<file path="src/rtl/reg_writeback.sv">
// Register-file writeback arbiter. Each cycle it picks one result, in order:
// the single-cycle ALU/load result, the oldest buffered mul/div result, or a
// mul/div result arriving straight into an idle stage. It also keeps a
// scoreboard of destinations that are still waiting on a mul/div result.
module reg_writeback (
  input  logic        CLK,
  input  logic        RESET,
  input  logic        ALU_VALID,
  input  logic [4:0]  ALU_ADDRESS,
  input  logic [31:0] ALU_DATA,
  input  logic        MD_VALID,
  input  logic [4:0]  MD_ADDRESS,
  input  logic [31:0] MD_DATA,
  output logic        MD_READY,
  input  logic        ISSUE_MD,
  input  logic [4:0]  ISSUE_ADDRESS,
  input  logic [4:0]  CHECK_ADDRESS1,
  input  logic [4:0]  CHECK_ADDRESS2,
  output logic        BUSY1,
  output logic        BUSY2,
  output logic        WB_WRITE,
  output logic [4:0]  WB_ADDRESS,
  output logic [31:0] WB_DATA
);

  // Two-entry mul/div result buffer; storage needs no reset because count
  // alone says which entries are live.
  logic [4:0]  fifo_addr [2];
  logic [31:0] fifo_data [2];
  logic        rd_ptr;
  logic        wr_ptr;
  logic [1:0]  count;
  logic [1:0]  count_next;

  logic [31:0] scoreboard;
  logic [31:0] scoreboard_next;

  logic        wb_write;
  logic [4:0]  wb_address;
  logic [31:0] wb_data;

  logic        md_ready;
  logic        md_accept;
  logic        fifo_empty;
  logic        enq;
  logic        deq;
  logic        sel_valid;
  logic        sel_from_md;
  logic [4:0]  sel_address;
  logic [31:0] sel_data;

  // Pick this cycle's result and decide whether the FIFO pushes or pops.
  always_comb begin
    md_ready    = (count < 2'd2);
    md_accept   = MD_VALID & md_ready;
    fifo_empty  = (count == 2'd0);
    sel_valid   = 1'b0;
    sel_from_md = 1'b0;
    sel_address = ALU_ADDRESS;
    sel_data    = ALU_DATA;
    deq         = 1'b0;
    if (ALU_VALID) begin
      sel_valid = 1'b1;
    end else if (!fifo_empty) begin
      sel_valid   = 1'b1;
      sel_from_md = 1'b1;
      sel_address = fifo_addr[rd_ptr];
      sel_data    = fifo_data[rd_ptr];
      deq         = 1'b1;
    end else if (md_accept) begin
      // Idle stage and empty buffer: the mul/div result skips the FIFO.
      sel_valid   = 1'b1;
      sel_from_md = 1'b1;
      sel_address = MD_ADDRESS;
      sel_data    = MD_DATA;
    end
    enq        = md_accept & (ALU_VALID | ~fifo_empty);
    count_next = count + {1'b0, enq} - {1'b0, deq};
  end

  // Scoreboard update: clear on mul/div writeback, then set on issue so a
  // same-edge set overrides the clear; x0 is never tracked.
  always_comb begin
    scoreboard_next = scoreboard;
    if (sel_valid && sel_from_md) begin
      scoreboard_next[sel_address] = 1'b0;
    end
    if (ISSUE_MD && (ISSUE_ADDRESS != 5'd0)) begin
      scoreboard_next[ISSUE_ADDRESS] = 1'b1;
    end
    scoreboard_next[0] = 1'b0;
  end

  // FIFO storage writes.
  always_ff @(posedge CLK) begin
    if (enq) begin
      fifo_addr[wr_ptr] <= MD_ADDRESS;
      fifo_data[wr_ptr] <= MD_DATA;
    end
  end

  // FIFO pointers, occupancy and scoreboard state.
  always_ff @(posedge CLK or posedge RESET) begin
    if (RESET) begin
      rd_ptr     <= 1'b0;
      wr_ptr     <= 1'b0;
      count      <= 2'd0;
      scoreboard <= 32'd0;
    end else begin
      if (deq) rd_ptr <= ~rd_ptr;
      if (enq) wr_ptr <= ~wr_ptr;
      count      <= count_next;
      scoreboard <= scoreboard_next;
    end
  end

  // Writeback register: address/data hold when nothing is selected, and a
  // result aimed at x0 updates them without raising the write enable.
  always_ff @(posedge CLK or posedge RESET) begin
    if (RESET) begin
      wb_write   <= 1'b0;
      wb_address <= 5'd0;
      wb_data    <= 32'd0;
    end else if (sel_valid) begin
      wb_write   <= (sel_address != 5'd0);
      wb_address <= sel_address;
      wb_data    <= sel_data;
    end else begin
      wb_write <= 1'b0;
    end
  end

  // The second term covers the cycle the register file is still being written.
  assign BUSY1 = scoreboard[CHECK_ADDRESS1] | (wb_write & (wb_address == CHECK_ADDRESS1));
  assign BUSY2 = scoreboard[CHECK_ADDRESS2] | (wb_write & (wb_address == CHECK_ADDRESS2));

  assign MD_READY   = md_ready;
  assign WB_WRITE   = wb_write;
  assign WB_ADDRESS = wb_address;
  assign WB_DATA    = wb_data;

endmodule

</file>
<file path="config.mk">
export PLATFORM = sky130hd
export DESIGN_NAME = reg_writeback
export DESIGN_NICKNAME = d
export VERILOG_FILES = /design/src/rtl/reg_writeback.sv
export SDC_FILE = /design/constraint.sdc
export NUM_CORES = 1
export LEC_CHECK = 0
export ABC_AREA = 1
export CAP_MARGIN = 20
export CORE_ASPECT_RATIO = 1.4
export CORE_UTILIZATION = 57
export CTS_BUF_LIST = sky130_fd_sc_hd__clkbuf_16
export DETAILED_ROUTE_END_ITERATION = 16
export GPL_TIMING_DRIVEN = 0
export PLACE_DENSITY = 0.85
export SYNTH_ARGS = -nofsm -noshare
export SYNTH_HDL_FRONTEND = slang
export SYNTH_SLANG_ARGS = --single-unit
export TNS_END_PERCENT = 50
</file>
<file path="constraint.sdc">
create_clock -name CLK -period 8 [get_ports CLK]
set_input_delay 1.2 -clock CLK [delete_from_list [all_inputs] [get_ports CLK]]
set_output_delay 1.2 -clock CLK [all_outputs]
set_load 0.02 [all_outputs]
</file>
Word level (Yosys, flattened, before mapping)
Memory sizes are Yosys's and may differ from the RTL's.
Index checks and enable logic that the tools add are counted.
{"block": "totals", "register_bits": 73, "ramBits": 74, "in_bits": 94, "output_inout_bits": 41, "wordCells": 65, "n_memories": 2}
{"block": "op_classes", "add_sub_neg": 2, "n_lt_le_gt_ge": 7, "n_eq_ne": 2, "n_mux": 25, "bitwise_logic": 13, "n_reduce_logical": 7}
{"memory": "fifo_data", "depth": 2, "word_bits": 32, "read_ports": 1, "rd_clocked_by_memory_dff": 0, "write_ports": 1, "line_no": "29", "source": "logic [31:0] fifo_data [2];"}
{"memory": "fifo_addr", "depth": 2, "word_bits": 5, "read_ports": 1, "rd_clocked_by_memory_dff": 0, "write_ports": 1, "line_no": "28", "source": "logic [4:0] fifo_addr [2];"}
{"cell": "$mux 32", "n": 5}
{"cell": "$and 32x32->32", "n": 1}
{"cell": "$not 32->32", "n": 1}
{"cell": "$or 32x32->32", "n": 1}
{"cell": "$lt 5x6->1 const B", "n": 4}
{"cell": "$mux 5", "n": 3}
{"cell": "$mux 1", "n": 13}
{"cell": "$bmux 1 s5", "n": 2}
{"cell": "$demux 1 s5", "n": 2}
{"cell": "$eq 5x5->1", "n": 2}
{"cell": "$ge 5x1->1 const B", "n": 2}
{"cell": "$reduce_bool 5->1", "n": 2}
{"cell": "$and 1x1->1", "n": 4}
{"cell": "$logic_and 1x1->1", "n": 4}
{"cell": "$not 1->1", "n": 3}
{"cell": "$or 1x1->1", "n": 3}
{"cell": "$add 2x1->2", "n": 1}
{"cell": "$logic_not 2->1", "n": 1}
{"cell": "$lt 2x2->1 const B", "n": 1}
{"cell": "$sub 2x1->2", "n": 1}

Depth between registers and ports, before layout
Gate-level depths: netlist of run 1.
{"block": "logic_depth", "word_depth": 14, "depth_mapped": 12, "mapped_depth_nobuf": 11}

Worst setup path after synthesis of run 1
No wires, ideal clock.
{"block": "synth_timing", "path_type": "input port to flip-flop", "from": "in MD_VALID", "to": "mem fifo_addr[1][0], enable pin", "setup_time_ps": 433, "t_arrival_ps": 3327, "required_time_ps": 7567, "path_slack_ps": 4241, "stages": 6, "path_buffers": 2, "path_cell_list": "inv_2 > nor2_2 > buf_4 > buf_2 > nand2_1 > nor2_1"}
{"block": "synth_via", "elab_chain_len": 4}
{"element": "start: declaration", "line_no": "11", "source": "input logic MD_VALID,"}
{"element": "$and 1x1->1", "line_no": "55", "source": "md_accept = MD_VALID & md_ready;"}
{"element": "$and 1x1->1", "line_no": "77", "source": "enq = md_accept & (ALU_VALID | ~fifo_empty);"}
{"element": "$mux 1", "line_no": "96", "source": "if (enq) begin"}
{"element": "$mux 1 (implied by the code)", "line_no": "97", "source": "fifo_addr[wr_ptr] <= MD_ADDRESS;"}
{"element": "end: declaration", "line_no": "28"}
No other way between the ends.

Worst setup path in the final report of run 1
{"block": "layout_timing", "from": "in CHECK_ADDRESS2[1]", "to": "out BUSY2"}
{"block": "layout_via", "elab_chain_len": 3, "elab_cells_between_ends": 5, "classes_between": "eq/ne: 1; mux: 2; bitwise: 2"}
{"element": "start: declaration", "line_no": "18", "source": "input logic [4:0] CHECK_ADDRESS2,"}
{"element": "$bmux 1 s5 or $eq 5x5->1 (tied branches)", "line_no": "135", "source": "assign BUSY2 = scoreboard[CHECK_ADDRESS2] | (wb_write & (wb_address == CHECK_ADDRESS2));"}
{"element": "$mux 1 (implied by the code) or $and 1x1->1 (tied branches)", "line_no": "135"}
{"element": "$or 1x1->1 *", "line_no": "135"}
{"element": "end: declaration", "line_no": "20", "source": "output logic BUSY2,"}
Every way passes the cells marked *; elsewhere a longest branch is shown, timed or not. The select of a mux whose other input is x is not followed.

==> results of run 1 <==
cell families after synthesis:
kind of cell | after synthesis | share of synthesized area (%)
xor gates and xnor gates | 5 | 0.575
buffers and inverters | 117 | 6.41
DFF | 147 | 53.1
and+or+nand+nor | 513 | 28.3
adders and majority gates | 2 | 0.328
AOI/OAI and AO/OA | 134 | 11.2
metrics by stage:
step | hold WS [ns] | instance area (sq um) | cells | worst slack, ns
after CTS | 0.475 | 9860 | 1263 | 3.42
final | 0.475 | 9860 | 1264 | 3.37
after global routing | 0.501 | 9860 | 1264 | 3.26
after global placement | 0.455 | 9160 | 1228 | 2.51
after detailed placement | 0.461 | 9250 | 1231 | 3.43
after floorplan | 0.441 | 7620 | 918 | 4.24
synth_stat cells, types with 6 or more instances:
master      n
a22oi_1    14
inv_2       7
nor2_4      7
o221ai_1   18
buf_2      12
inv_1      70
o211ai_1   18
o21ai_0    55
nand3_1    43
clkbuf_1   19
nand2_1   327
dfrtp_1    73
edfxtp_1   74
a21oi_1     6
nand2_2     6
nor2_2     12
nor3_1     12
a31oi_1    14
nor2_1     98
routing by layer:
layer  GRT usage [%]  routed length [um]  vias to the layer above
met3            6.80                1580                       65
met1            36.4                8100                     3394
met2            56.6               11300                      367
met5               0                   0                        -
met4            18.3                 802                        0
li1                -                   -                     3353
worst reg2reg max path, cell delays in order (launching register included):
cell,delay [ns]
dfrtp_1,0.42
nor2_2,0.15
buf_4,0.20
buf_2,0.25
nand2_1,0.19
ha_1,0.33
inv_1,0.05
ha_1,0.20
xnor2_1,0.17
xor2_1,0.18
state kept, by name, summed over array words and instances, names as in the netlist:
| name | flops |
|---|---|
| fifo_data | 64 |
| WB_ADDRESS | 5 |
| count | 2 |
| rd_ptr | 1 |
| WB_WRITE | 1 |
| WB_DATA | 32 |
| wr_ptr | 1 |
| scoreboard | 31 |
| fifo_addr | 10 |
area by class of cell:
cell class,instances,share of cell area (%)
clock inverters,15,1.85
flip-flops and latches,147,41.1
repair buffers,136,14.1
well taps,178,2.26
multi-input cells,654,31.4
plain buffers,40,2.02
clock buffers,17,4.31
inverters,77,2.96
where the power goes:
part	internal, mW	switching (mW)	total [mW]
logic	0.479	0.783	1.26
registers	1.04	0.147	1.19
clock network	0.495	0.333	0.828
path summary, 6_finish.rpt:
path | from | end | slack (ns) | depth (start not counted)
worst min register to register | scoreboard[23] | scoreboard[23] | 0.48 | 2
max in group asynchronous | RESET | scoreboard[20] | 6.27 | 3
worst max-delay path | CHECK_ADDRESS2[1] | BUSY2 | 3.37 | 9
worst max register to register | count[1] | count[1] | 5.78 | 9
min in group asynchronous | RESET | WB_DATA[1] | 1.14 | 2
worst min-delay path | scoreboard[23] | scoreboard[23] | 0.48 | 2
==> impl_metrics.csv, run 1 <==
group,metric,value,unit
drt,via_per_inst,5.68,
layout,drive_gt1_share,8.66,%
clock_tree,cts_buffers,17,
layout,fillers,922,
clock_tree,insertion_delay,0.42,ns
pwr,totalPowerFinal,3.28,mW
floorplanning,initial_core_util,58.9,%
layout,multiInputGateArea,3100,sq um
logic_synthesis,yosysWarnings,0,
timing,slew_headroom,27.1,%
logic_synthesis,ys_types,36,
drt,drt_iter0_markers,461,
drt,firstDrtPassIters,5,
worst_setup_path,crit_family,"buffers and inverters",
floorplanning,die_h,139,um
logic_synthesis,synth_seq_cells,147,
worst_setup_path,crit_chain,"clkdlybuf4s50_1 > clkbuf_1 > nand2_1 > o211ai_1 > nand3_1 > nand2_1 > nand2_1 > nand3_1 > clkdlybuf4s50_1",
timing,timing.setup.tns,0,ns
floorplanning,die_area,13800,sq um
floorplanning,row_count,49,
drt,ant_nets,0,
logic_synthesis,synth_edf_count,74,
logic_synthesis,yosysSeqAreaShare,53.1,%
global_routing,antenna_found_initial,0,
pwr,p_leak,4.26,nW
worst_setup_path,path_max_fanout,10,
timing,period_minus_slack,4.63,ns
clock_tree,cts_sinks,147,
worst_setup_path,arrival,3.43,ns
logic_synthesis,synth_nets,1014,
worst_setup_path,crit_buf_inv,3,
timing,final_hold_viol_count,0,
logic_synthesis,syn_avg_cell_area,8.30,sq um
placed_design,hpwl,15100,um
layout,syn_to_final_growth,29.4,%
global_routing,grt_remaining_overflow,0,
timing,report.final.slew_viol_count,0,
worst_setup_path,end_kind,"primary output",
timing,rsz0062_at_grt,"no",
logic_synthesis,ys.flop_type,"edfxtp_1",
flow_run,maxCapViolCount,0,
layout,final_util,76.2,%
layout,fin_nets,1169,
logic_synthesis,netlist_area,7620,sq um
clock_tree,cts_buffer_depth,2,
pwr,max-vdd-ir-drop,0.188,mV
drt,route.detailed.drc,0,
global_routing,track_usage,32.4,%
worst_setup_path,cp.required,6.80,ns
min_path,hp-class,"reg2reg",
layout,layout.area.seq,4050,sq um
clock_tree,root_buffer,"clkbuf_16",
layout,final_cell_mix,"327 x nand2_1, 132 x clkdlybuf4s50_1, 96 x nor2_1",
logic_synthesis,synth-async-reset-ratio,49.7,%
drt,wl_per_cell,17.2,um
clock_tree,htreeDepth,4,
pwr,power-per-cell-area,333,nW/um^2
placed_design,place_congestion,0.927,
placed_design,port_buffers,132,
drt,totalWireLength,21800,um
layout,num_antenna_cells,0,
logic_synthesis,syn_inst,918,
timing,post-route-period-util,57.8,%
global_routing,grt_pass1_wl,34900,um
clock_tree,cts_tree,"built",
timing,max_freq,0.216,GHz
floorplanning,die_x,99.7,um
global_routing,grt_pass1_vias,7108,
timing,skew,0.00941,ns
worst_setup_path,crit_type,"in2out",
run_status,status,"finished, final reports clean",
global_routing,grt_max_degree,47,
worst_setup_path,slowest_stage,"clkdlybuf4s50_1",
clock_tree,post-cts-setup-buffer-count,0,
clock_tree,holdBufCountCts,0,
worst_setup_path,cpPeakStageDelay,0.60,ns
worst_setup_path,cp-start-kind,"input pin",
logic_synthesis,yosysTopAreaCell,"edfxtp_1",
clock_tree,cts_resized,0,
drt,num_vias,7179,
logic_synthesis,ys_top_cells_by_area,"edfxtp_1 29%, dfrtp_1 24%, nand2_1 16%",
clock_tree,cts.clk_slew.worst_paths,0.06,ns
logic_synthesis,synth_top_area_share,29.2,%
timing,finalSetupViolations,0,
floorplanning,core_area,12900,sq um
layout,final_common_cell,"nand2_1",
floorplanning,ios,135,
timing,worst_pin_slew,1.08,ns
worst_setup_path,crit_top_cell,"nand2_1",
(Power assumes the default switching activity.)
==> run 2: changes to the inputs <==
--- a/config.mk
+++ b/config.mk
@@ -8,11 +8,11 @@
 export ABC_AREA = 1
 export CAP_MARGIN = 20
 export CORE_ASPECT_RATIO = 1.4
-export CORE_UTILIZATION = 57
+export CORE_UTILIZATION = 48
 export CTS_BUF_LIST = sky130_fd_sc_hd__clkbuf_16
 export DETAILED_ROUTE_END_ITERATION = 16
 export GPL_TIMING_DRIVEN = 0
-export PLACE_DENSITY = 0.85
+export PLACE_DENSITY = 0.77
 export SYNTH_ARGS = -nofsm -noshare
 export SYNTH_HDL_FRONTEND = slang
 export SYNTH_SLANG_ARGS = --single-unit
==> constraint.sdc (replaced) <==
create_clock -name CLK -period 4.1 [get_ports CLK]
set_input_delay 0.615 -clock CLK [delete_from_list [all_inputs] [get_ports CLK]]
set_output_delay 0.615 -clock CLK [all_outputs]
set_load 0.02 [all_outputs]
==> run 2 against run 1 <==
Compared with the run above: non-clock buffer count unchanged; clock skew up 0.0015 ns; combinational power up 94%; sequential power up 95%; final cell count up 1.5%.
==> impl_metrics.csv, run 2 (synthesis results as in run 1) <==
group,metric,value,unit
run_status,status,"finished, final reports clean",
global_routing,grt_pass1_vias,6800,
floorplanning,ios,135,
worst_setup_path,rr_worst_depth,9,
floorplanning,initial_core_util,49.0,%
drt,met2_length,11400,um
drt,wl_met3,1310,um
global_routing,grt_remaining_overflow,0,
worst_setup_path,arrival,2.79,ns
floorplanning,die_x,108,um
clock_tree,cts_buffer_depth,2,
clock_tree,cts_buffers,17,
min_path,min_to,"scoreboard[25]",
placed_design,port_buffers,132,
layout,largest_reg_flops,64,
global_routing,track_usage,27.2,%
clock_tree,cts.clk_slew.worst_paths,0.06,ns
flow_run,maxCapViolCount,0,
layout,fillers,1327,
pwr,p_leak,4.27,nW
drt,firstDrtPassIters,5,
clock_tree,cts_resized,0,
timing,max_freq,0.293,GHz
timing,worst_pin_slew,1.13,ns
floorplanning,row_count,54,
drt,num_vias,6989,
placed_design,hpwl,15300,um
pwr,totalPowerFinal,6.42,mW
timing,skew,0.0109,ns
drt,route.detailed.drc,0,
timing,post-route-period-util,83.2,%
timing,timing.setup.tns,0,ns
worst_setup_path,crit_type,"in2out",
clock_tree,post-cts-setup-buffer-count,0,
worst_setup_path,path_max_fanout,10,
worst_setup_path,end_kind,"primary output",
timing,final_hold_viol_count,0,
global_routing,antenna_found_initial,0,
drt,via_per_inst,5.45,
pwr,power-per-cell-area,648,nW/um^2
clock_tree,holdBufCountCts,0,
layout,fin_nets,1169,
drt,wl_met1,8220,um
pwr,max-vdd-ir-drop,0.436,mV
layout,syn_to_final_growth,30.0,%
clock_tree,root_buffer,"clkbuf_16",
timing,report.final.slew_viol_count,0,
clock_tree,insertion_delay,0.42,ns
layout,largest_register,"fifo_data",
timing,slew_headroom,23.9,%
worst_setup_path,cp-start-kind,"input pin",
worst_setup_path,cp.required,3.48,ns
clock_tree,cts_tree,"built",
timing,finalSetupViolations,0,
drt,totalWireLength,21500,um
global_routing,grt_pass1_wl,33800,um
worst_setup_path,worst_r2r_startpoint,"count[1]",
worst_setup_path,r2r_slack,1.89,ns
layout,final_cell_mix,"327 x nand2_1, 132 x clkdlybuf4s50_1, 96 x nor2_1",
placed_design,preCtsSetupSlack,0.694,ns
floorplanning,die_h,151,um
floorplanning,die_area,16400,sq um
placed_design,placed_cells_incl_taps,1249,
layout,final_common_cell,"nand2_1",
drt,ant_nets,0,
worst_setup_path,rr_endpoint,"count[1]",
global_routing,grt_max_degree,51,
drt,wl_per_cell,16.7,um
timing,worst_hold_slack,0.470,ns
clock_tree,htreeDepth,4,
timing,period_minus_slack,3.41,ns
drt,drt_iter0_markers,569,
layout,stdcell_count,1283,
timing,fin_ws,0.691,ns
min_path,hp-class,"reg2reg",
placed_design,place_congestion,0.944,
min_path,min_from,"scoreboard[25]",
min_path,hold_depth,2,
timing,rsz0062_at_grt,"no",
floorplanning,core_area,15500,sq um
layout,drive_gt1_share,8.75,%
clock_tree,cts_sinks,147,
drt,maxUsedRoutingLayer,"met4",
==> run 2: changes by cell type in the layout (fill, tap and decap cells not counted) <==
cell / change
bufinv_16: +1
inv_8: -1
diode_2: +1
inv_6: +1
clkinvlp_4: -1
inv_1: -1
clkinv_2: +1
==> run 2: metal layers <==
layer	global-route usage (%)	up-vias
li1	-	3351
met1	31.1	3295
met2	48.8	297
met3	5.46	46
met4	11.7	0
met5	0	-
==> run 2: worst max path at each step <==
stage	startpoint	to	slack (ns)	depth (start not counted)
after floorplan	MD_VALID	fifo_addr[1][0]	0.93	6
after global placement	MD_VALID	fifo_data[1][27]	-0.90	7
after detailed placement	CHECK_ADDRESS2[1]	BUSY2	0.69	9
after CTS	CHECK_ADDRESS2[1]	BUSY2	0.69	9
after global routing	CHECK_ADDRESS2[1]	BUSY2	0.46	9
final	CHECK_ADDRESS2[1]	BUSY2	0.69	9
==> run 2: critical path, stage by stage <==
cell and delay [ns]:
clkdlybuf4s50_1 0.50, clkbuf_1 0.40, nand2_1 0.12, o211ai_1 0.22, nand3_1 0.09, nand2_1 0.12, nand2_1 0.07, nand3_1 0.06
clkdlybuf4s50_1 0.60
==> run 2: power by group <==
part	switching (mW)	internal [mW]	total [mW]	leakage, nW
logic	1.50	0.935	2.44	2.42
clock network	0.638	1.03	1.66	0.308
registers	0.283	2.04	2.32	1.54
==> run 2: layout make-up <==
type / instances / area, sq um / area share (%)
multi-input combinational: 654 / 3100 / 31.3
clock buffer: 17 / 425 / 4.29
inverter: 77 / 292 / 2.94
buffer: 40 / 199 / 2.01
clock inverter: 15 / 204 / 2.06
tap: 196 / 245 / 2.48
timing repair buffer: 136 / 1390 / 14.1
sequential: 147 / 4050 / 40.9
antenna: 1 / 2.50 / 0.0253
==> run 2: through the flow <==
step / instance area (sq um) / util, %
floorplan: 7620 / -
global placement: 9190 / 59.1
detailed placement: 9270 / 59.7
CTS: 9900 / 63.7
global route: 9900 / 63.7
finish: 9910 / 63.8
==> run 3: changes to the inputs <==
==> constraint.sdc (replaced) <==
create_clock -name CLK -period 2.7 [get_ports CLK]
set_input_delay 0.405 -clock CLK [delete_from_list [all_inputs] [get_ports CLK]]
set_output_delay 0.405 -clock CLK [all_outputs]
set_load 0.02 [all_outputs]
==> run 3 against run 2 <==
Compared with the run above: critical path type unchanged; clock power grew 66%; flip-flop and latch count is the same; total power grew 55%; wire length is essentially flat; combinational power grew 50%; sequential power grew 52%; die area is the same; clock skew shrank 0.0022 ns; register-to-register slack lost 1.4 ns; final cell count is the same.
==> impl_metrics.csv, run 3 (synthesis results as in run 1) <==
group,metric,value,unit
run_status,status,"finished, final reports clean",
worst_setup_path,cpPeakStageDelay,0.53,ns
worst_setup_path,crit_chain,"clkdlybuf4s50_1 > clkbuf_4 > nand2_1 > o211ai_1 > nand3_1 > nand2_1 > nand2_1 > nand3_1 > dlygate4sd2_1",
timing,worst_pin_slew,1.02,ns
worst_setup_path,end_kind,"primary output",
global_routing,grt_remaining_overflow,0,
pwr,p_leak,4.33,nW
timing,final_hold_viol_count,0,
layout,final_area,9970,sq um
timing,max_freq,0.391,GHz
timing,slew_headroom,31.7,%
layout,multiInputGateArea,3100,sq um
worst_setup_path,crit_type,"in2out",
placed_design,place_congestion,0.952,
layout,largest_reg_flops,64,
layout,final_util,64.2,%
layout,final_cell_mix,"327 x nand2_1, 130 x clkdlybuf4s50_1, 96 x nor2_1",
clock_tree,cts_buffer_depth,2,
global_routing,grt_max_degree,46,
layout,stdcell_count,1283,
layout,layout.area.seq,4050,sq um
drt,route.detailed.drc,0,
placed_design,postPlaceCellArea,9270,sq um
clock_tree,htreeDepth,4,
placed_design,hpwl,15200,um
pwr,max-vdd-ir-drop,0.531,mV
layout,syn_to_final_growth,30.9,%
clock_tree,root_buffer,"clkbuf_16",
placed_design,port_buffers,132,
placed_design,placed_cells_incl_taps,1249,
layout,drive_gt1_share,8.92,%
floorplanning,row_count,54,
min_path,hp-class,"in2async",
global_routing,antenna_found_initial,0,
floorplanning,die_h,151,um
global_routing,track_usage,27.1,%
layout,num_antenna_cells,0,
drt,firstDrtPassIters,5,
timing,report.final.slew_viol_count,0,
drt,totalWireLength,21500,um
timing,worst_hold_slack,0.336,ns
pwr,totalPowerFinal,9.95,mW
layout,fin_nets,1170,
timing,rsz0062_at_grt,"no",
floorplanning,initial_core_util,49.0,%
clock_tree,cts.clk_slew.worst_paths,0.06,ns
worst_setup_path,arrival,2.15,ns
timing,period_minus_slack,2.56,ns
worst_setup_path,cp-start-kind,"input pin",
clock_tree,holdBufCountCts,0,
pwr,power-per-cell-area,998,nW/um^2
flow_run,maxCapViolCount,0,
floorplanning,die_area,16400,sq um
layout,largest_register,"fifo_data",
worst_setup_path,cp.required,2.30,ns
worst_setup_path,crit_top_cell,"nand2_1",
worst_setup_path,path_max_fanout,10,
drt,ant_nets,0,
drt,drt_iter0_markers,463,
clock_tree,insertion_delay,0.42,ns
placed_design,preCtsSetupSlack,-0.379,ns
clock_tree,cts_sinks,147,
worst_setup_path,slowest_stage,"clkdlybuf4s50_1",
drt,wl_per_cell,16.7,um
clock_tree,cts_buffers,17,
timing,post-route-period-util,94.8,%
floorplanning,ios,135,
timing,fin_ws,0.141,ns
timing,finalSetupViolations,0,
drt,via_per_inst,5.41,
layout,final_common_cell,"nand2_1",
global_routing,grt_pass1_vias,6744,
timing,timing.setup.tns,0,ns
floorplanning,die_x,108,um
global_routing,grt_pass1_wl,33800,um
layout,fillers,1256,
timing,skew,0.00868,ns
drt,num_vias,6936,
clock_tree,cts_tree,"built",
floorplanning,core_area,15500,sq um
## run 3: cell count changes in the layout (fill, tap and decap cells not counted), sizes merged
cell	before	now
inv	83	80
clkdlybuf4s50	132	130
dlygate4sd2	0	1
clkinvlp	2	0
buf	25	26
bufinv	4	7
clkinv	3	5
diode	1	0
dlymetal6s2s	0	1
## run 3: power breakdown
part | internal (mW) | switching, mW
registers | 3.10 | 0.435
logic | 1.41 | 2.26
clock network | 1.82 | 0.928
total | 6.33 | 3.62
## run 3: cell type report
class	instances	share of cell area [%]
buffer	40	2.04
clock buffer	17	4.26
clock inverter	15	2.63
inverter	77	2.92
multi-input combinational	654	31.0
sequential	147	40.6
tap	196	2.46
timing repair buffer	137	14.0
## run 3: layer usage
metal,vias up,GRT usage (%),part of all wire [%]
li1,3347,-,-
met1,3242,30.5,38
met2,292,48.5,53
met3,55,5.55,6.1
met4,0,13.1,3.2
met5,-,0,0
## run 3: what timing repair did
item / 4_1_cts / 5_1_grt
pin swaps: 0 / 0
gates resized for setup: 4 / 1
buffers inserted: 0 / 0
endpoints found under the setup margin: 2 / 1
endpoints found under the hold margin: 0 / 0
## run 3: worst paths after layout
kind                              startpoint              to  slack, ns  depth (start not counted)
min in group CLK               scoreboard[3]   scoreboard[3]       0.47                          2
max in group asynchronous              RESET  scoreboard[30]       1.79                          3
max reg2reg                         count[1]        count[1]       0.52                          9
min                                    RESET      WB_DATA[5]       0.34                          2
max                        CHECK_ADDRESS2[1]           BUSY2       0.14                          9
min reg2reg                    scoreboard[3]   scoreboard[3]       0.47                          2
## run 3: critical path, delay by kind of cell
kind            cells  cell delay, ns
buf+inv             3            1.10
simple gates        5            0.45
compound gates      1            0.21
